### config.mk
export PLATFORM = sky130hd
export DESIGN_NAME = clk_div_bank
export DESIGN_NICKNAME = d
export VERILOG_FILES = /design/src/rtl/clk_div_bank.sv
export SDC_FILE = /design/constraint.sdc
export NUM_CORES = 1
export LEC_CHECK = 0
export ABC_AREA = 1
export CAP_MARGIN = 5
export CORE_MARGIN = 5
export CORE_UTILIZATION = 60
export DETAILED_ROUTE_END_ITERATION = 16
export MAX_ROUTING_LAYER = met4
export PLACE_DENSITY_LB_ADDON = 0.1
export SYNTH_ARGS = -nofsm -noshare
export SYNTH_HDL_FRONTEND = slang
export SYNTH_SLANG_ARGS = --single-unit
### constraint.sdc
create_clock -name clk -period 1.9 [get_ports clk]
set_clock_uncertainty 0.05 [all_clocks]
set_input_delay 0.38 -clock clk [delete_from_list [all_inputs] [get_ports clk]]
set_output_delay 0.38 -clock clk [all_outputs]
set_load 0.02 [all_outputs]
### src/rtl/clk_div_bank.sv
// Multi-channel programmable clock-enable/divider bank with per-channel tick strobes,
// glitch-free runtime ratio reload and an event counter on channel 0.
module clk_div_bank #(
  parameter int unsigned NUM_CH = 4,
  parameter int unsigned DIV_W  = 8,
  parameter int unsigned CNT_W  = 4,
  localparam int unsigned SEL_W = (NUM_CH > 1) ? $clog2(NUM_CH) : 1
) (
  input  logic              clk,
  input  logic              rst_n,
  input  logic              ena,
  input  logic              resync,
  input  logic              div_ld,
  input  logic [SEL_W-1:0]  div_sel,
  input  logic [DIV_W-1:0]  div_val,
  output logic [NUM_CH-1:0] div_out,
  output logic [NUM_CH-1:0] tick,
  output logic [CNT_W-1:0]  cnt,
  input  logic              cnt_clr
);

  logic [NUM_CH-1:0][DIV_W-1:0] ch_cnt_q, ch_cnt_d;
  logic [NUM_CH-1:0][DIV_W-1:0] ratio_q, ratio_d;
  logic [NUM_CH-1:0][DIV_W-1:0] shadow_q, shadow_d;
  logic [NUM_CH-1:0]            div_out_q, div_out_d;
  logic [NUM_CH-1:0]            tick_q, tick_d;
  logic [CNT_W-1:0]             ev_cnt_q, ev_cnt_d;

  always_comb begin
    ch_cnt_d  = ch_cnt_q;
    ratio_d   = ratio_q;
    shadow_d  = shadow_q;
    div_out_d = div_out_q;
    tick_d    = '0;
    for (int i = 0; i < int'(NUM_CH); i++) begin
      // An out-of-range div_sel never equals any channel index, so the load is dropped.
      if (div_ld && (div_sel == SEL_W'(i))) begin
        shadow_d[i] = div_val;
      end
      if (resync) begin
        ch_cnt_d[i]  = '0;
        div_out_d[i] = 1'b0;
        ratio_d[i]   = shadow_d[i];
      end else if (ena) begin
        if (ch_cnt_q[i] == ratio_q[i]) begin
          ch_cnt_d[i]  = '0;
          div_out_d[i] = ~div_out_q[i];
          tick_d[i]    = 1'b1;
          // shadow_d already carries a same-cycle load, giving the wrap bypass.
          ratio_d[i]   = shadow_d[i];
        end else begin
          ch_cnt_d[i] = ch_cnt_q[i] + DIV_W'(1);
        end
      end
    end

    ev_cnt_d = ev_cnt_q;
    if (cnt_clr) begin
      ev_cnt_d = '0;
    end else if (div_out_d[0] && !div_out_q[0]) begin
      ev_cnt_d = ev_cnt_q + CNT_W'(1);
    end
  end

  always_ff @(posedge clk or negedge rst_n) begin
    if (!rst_n) begin
      for (int i = 0; i < int'(NUM_CH); i++) begin
        ch_cnt_q[i] <= '0;
        ratio_q[i]  <= DIV_W'((1 << i) - 1);
        shadow_q[i] <= DIV_W'((1 << i) - 1);
      end
      div_out_q <= '0;
      tick_q    <= '0;
      ev_cnt_q  <= '0;
    end else begin
      ch_cnt_q  <= ch_cnt_d;
      ratio_q   <= ratio_d;
      shadow_q  <= shadow_d;
      div_out_q <= div_out_d;
      tick_q    <= tick_d;
      ev_cnt_q  <= ev_cnt_d;
    end
  end

  assign div_out = div_out_q;
  assign tick    = tick_q;
  assign cnt     = ev_cnt_q;

endmodule

; ---- After elaboration in Yosys (flattened, before gate mapping)
; Index checks and enable logic that the tools add are counted.
[word_totals]
regBits = 108
inputBits = 16
wordCells = 105
[classes]
add_sub_neg = 5
n_eq_ne = 7
n_mux = 54
bitwise_logic = 4
reduce_logical = 17
[ops]
columns = cell, count
row1 = $mux 8, 28
row2 = $add 8x1->8 const B, 4
row3 = $eq 8x8->1, 4
row4 = $mux 1, 24
row5 = $reduce_bool 2->1, 6
row6 = $mux 4, 2
row7 = $reduce_and 2->1, 4
row8 = $logic_and 1x1->1, 5
row9 = $add 4x1->4 const B, 1
row10 = $eq 2x2->1 const B, 2
row11 = $not 1->1, 4
row12 = $eq 2x1->1 const B, 1
row13 = $logic_not 2->1, 1
row14 = $logic_not 1->1, 1

; ---- Logic depth before layout (Yosys ltp)
[logic_depth]
depth_word = 7
ltp_mapped = 10
depth_no_buf = 10

; ---- Worst setup path after synthesis
; OpenSTA, ideal clock, no wires.
[synth_timing]
kind = in2reg
from = input ena
to = register ch_cnt_q[14] in the netlist's numbering
setup_time_ns = 0.120
t_arrival_ns = 1.263
t_required_ns = 1.730
setup_slack_ns = 0.467
cell_stages = 7
path_buffers = 2
cell_sequence = buf_4 -> nor2_2 -> buf_2 -> nor2_1 -> nand3_1 -> xor2_1 -> nor2_1
[synth_between]
elab_chain_cells = 1
[synth_rtl]
columns = item, line_no
row1 = "start, declared", 11  ; input logic ena,
row2 = $reduce_bool 2->1 (no line), n/a
row3 = "end signal, assigned", 76  ; ch_cnt_q <= ch_cnt_d;
row4 = "end, declared", 22  ; logic [NUM_CH-1:0][DIV_W-1:0] ch_cnt_q, ch_cnt_d;
; Every way passes these cells.
; A chain may end at the register's enable or synchronous reset.

; ---- Worst setup path in the final report
[layout_timing]
from = register ev_cnt_q[1], in the netlist cnt[1]
to = output cnt[1]
[layout_lines]
columns = item, line_no
row1 = "start, declared", 27  ; logic [CNT_W-1:0] ev_cnt_q, ev_cnt_d;
row2 = "start signal, assigned", 81  ; ev_cnt_q <= ev_cnt_d;
row3 = "end, declared", 18  ; output logic [CNT_W-1:0] cnt,
; No word-level cell between the ends.

==> flow_summary.json <==
{
  "mappedNetlistArea_um2": 5105,
  "post-dp-hpwl_um": 7600,
  "setup.worst_path.class": "flip-flop to output pin",
  "min_delay_worst_endpoint": "ratio_q[17]",
  "tritoncts.num_buffers": 9,
  "grt_setup_unrepaired": "false",
  "setup_viol": 0,
  "detailedRoute.firstIterationViolations": 165,
  "clk_latency_ps": 380,
  "yosys_warnings": 0,
  "maximum_fanout_count_along_the_critical_path": 4,
  "postRouteAntennaNets": 0,
  "postSynthRegisterBits": 108,
  "seq_power_share_pct": 53.4,
  "cts_root_buf": "clkbuf_8",
  "fin_tns_setup_ps": 0,
  "synthXorXnorAreaFrac_pct": 5.319,
  "vias_in_the_first_global_route": 4039,
  "layout_commonest_cell": "nand2_1",
  "route.vias.total": 3989,
  "cellInternalPower_mw": 3.662,
  "hold_ws_ps": 424.4,
  "final_cell_mix": "nand2_1, dfrtp_1, inv_1, nor2_1, o21ai_0",
  "synth.lib_cells_used.distinct": 28,
  "clock_power_share_pct": 27.4,
  "insertedDiodeCount": 0,
  "post-place-cells": 745,
  "wirelength_um": 10730,
  "synth_fa_ha_area_share_pct": 1.225,
  "cts.clk_slew.worst_paths_ps": 100,
  "worst-path-buf-inv": 1,
  "post_synth_and_or_nand_nor_area_fraction_pct": 28.65,
  "timing.critical_path.required_ps": 1470,
  "tritoncts": "built",
  "critPathLaunchType": "flip-flop",
  "critical_path.max_stage_delay_ps": 620,
  "power.ir.vdd_worst_mv": 0.5319,
  "avgRoutedWirePerCell_um": 14.08,
  "antenna_found_initial": 0,
  "final.min_clock_period_ps": 1830,
  "n_fill_cell": 668,
  "cts_htree_levels": 3,
  "maxSlewViolCount": 0,
  "die_y_um": 102.2,
  "clock_tree.buffer_depth": 2,
  "synth_area_per_cell_um2": 8.424,
  "fmaxAchievable_mhz": 546.3,
  "std_cell_rows": 33,
  "placeableCoreArea_um2": 8258,
  "grtUsageTotal_pct": 23.88,
  "outcome": "finished, final reports clean",
  "synth-compound-area-share_pct": 5.270,
  "p_leak_nw": 2.802,
  "synth_top_family_by_area": "simple AND/OR/NAND/NOR gates",
  "max_slew_margin_pct": 72.47,
  "synth_fp_nets": 627,
  "cap_viol_max_count": 0,
  "timing.critical_path.arrival_ps": 1400,
  "floorplan.die.width_um": 102.2,
  "hold_path.class": "flip-flop to flip-flop",
  "area_growth_syn_to_layout_pct": 14.53,
  "r2r-end": "ratio_q[2]",
  "ys_seq_area_share_pct": 53.24,
  "initial_utilization_pct": 61.82,
  "final_hold_viol_count": 0,
  "cellPowerDensity_nw_per_um2": 902.1,
  "netSwitchingPower_mw": 1.613,
  "grt_first_pass_wirelength_um": 18750,
  "drtPass1Iterations": 4,
  "drive_above_1_share_pct": 11.26,
  "number_of_enable_flip_flop_cells_after_synthesis": 0,
  "clock_sink_count": 108,
  "drc": 0,
  "series_of_cell_instances_along_the_critical_path": "clkdlybuf4s50_1",
  "netlist_instances": 606,
  "place.port_buffers": 27,
  "pin_count": 28,
  "fin_nets": 673,
  "routed_via_density": 5.235,
  "grt-ovfl-total": 0,
  "worst-slew-pin-transition_ps": 411.9,
  "type_of_element_capturing_the_critical_path": "output pin",
  "grt_max_degree": 61,
  "gate_family_responsible_for_the_most_delay_along_the_worst_path": "buffers and inverters",
  "combinationalPowerShare_pct": 19.3,
  "reg2reg_from": "ch_cnt_q[0]",
  "ff2ff_setup_slack_ps": 280,
  "timing.hold.worst.start": "ratio_q[17]",
  "routability_congestion": 0.8320,
  "synth_async_sr_flop_share_pct": 100.0,
  "post_layout_nonfiller_instances": 762,
  "die-area_um2": 10450,
  "hold-path-cell-count": 2,
  "rr_worst_depth": 11,
  "synth.area.mux_share_pct": 0,
  "critPathSlowestCell": "clkdlybuf4s50_1",
  "layout_worst_path_cycle_share_pct": 96.34,
  "power_switching_share_pct": 30.57,
  "ys.flop_type": "dfrtp_1"
}
-- through the flow --
step / cell area (um^2) / total power, mW / util [%] / worst slack (ps)
floorplan: 5105 / 3.519 / - / 467.4
finish: 5847 / 5.274 / 70.80 / 69.50
global placement: 5633 / 3.823 / 68.21 / -30.37
global route: 5847 / 5.585 / 70.80 / 21.66
CTS: 5842 / 5.298 / 70.74 / 8.034
detailed placement: 5633 / 3.873 / 68.21 / -95.95
-- cells in the mapped netlist, types with 2 or more instances --
cell | number | area, um^2
nand2_1 | 212 | 795.8
dfrtp_1 | 96 | 2402
inv_1 | 53 | 198.9
nor2_1 | 53 | 198.9
o21ai_0 | 47 | 235.2
nand3_1 | 44 | 220.2
xnor2_1 | 16 | 140.1
xor2_1 | 15 | 131.4
dfstp_2 | 12 | 315.3
nand4_1 | 9 | 56.30
buf_2 | 7 | 35.03
inv_2 | 7 | 26.28
nand2_2 | 6 | 37.54
ha_1 | 5 | 62.56
nor2_2 | 3 | 18.77
nor2_4 | 3 | 33.78
buf_4 | 2 | 15.01
buf_6 | 2 | 22.52
nand2_4 | 2 | 22.52
nand3_4 | 2 | 35.03
nor3_1 | 2 | 10.01
o21ai_1 | 2 | 10.01
-- worst max-delay path by stage --
stage,start,to,slack (ps),depth (start not counted)
4_1_cts,cnt[0],cnt[0],8,1
6_report,cnt[1],cnt[1],70,1
3_3_place_gp,ena,ch_cnt_q[7],-30,6
2_1_floorplan,ena,ch_cnt_q[14],470,7
3_5_place_dp,div_sel[0],ratio_q[15],-100,7
5_1_grt,div_out[1],div_out[1],20,1
-- registers in the layout (all words and copies together) (netlist names) --
register	count
tick	4
ch_cnt_q	32
div_out	4
ratio_q	32
cnt	4
shadow_q	32
-- logic make-up after synthesis --
| kind of cell | Yosys count |
|---|---|
| adders and majority gates | 5 |
| xor gates and xnor gates | 31 |
| AOI/OAI and AO/OA | 51 |
| buffers and inverters | 73 |
| DFF | 108 |
| and+or+nand+nor | 338 |
-- power groups by stage --
stage	Sequential [mW]	Combinational, mW	Clock (mW)
global route	2.85	1.16	1.58
CTS	2.81	1.03	1.46
floorplan	2.83	0.690	0
detailed placement	2.85	1.02	0
global placement	2.84	0.981	0
finish	2.82	1.02	1.44
-- timing repair --
action,CTS,global route
hold endpoints to repair,96,0
endpoints found under the setup margin,0,2
hold buffers,1,0
setup buffers,0,0
gates resized for setup,0,2
-- area by class of cell --
class | instances | area, um^2 | share of cell area [%]
inverters | 60 | 225.2 | 3.852
clock buffers | 10 | 127.6 | 2.183
flip-flops and latches | 108 | 2718 | 46.48
clock inverters | 6 | 71.32 | 1.220
repair buffers | 48 | 508.0 | 8.688
well taps | 105 | 131.4 | 2.247
multi-input cells | 425 | 2066 | 35.33
-- layer usage --
layer  GRT usage (%)  vias up  part of all wire [%]  wire length (um)
li1                -     1982                     -                 -
met1           30.83     1907                    44              4752
met2           37.88       85                    49              5209
met3           5.324       15                   5.3               565
met4           7.366        0                   1.9               199
met5               -        -                     0                 0
(Power assumes the default switching activity.)
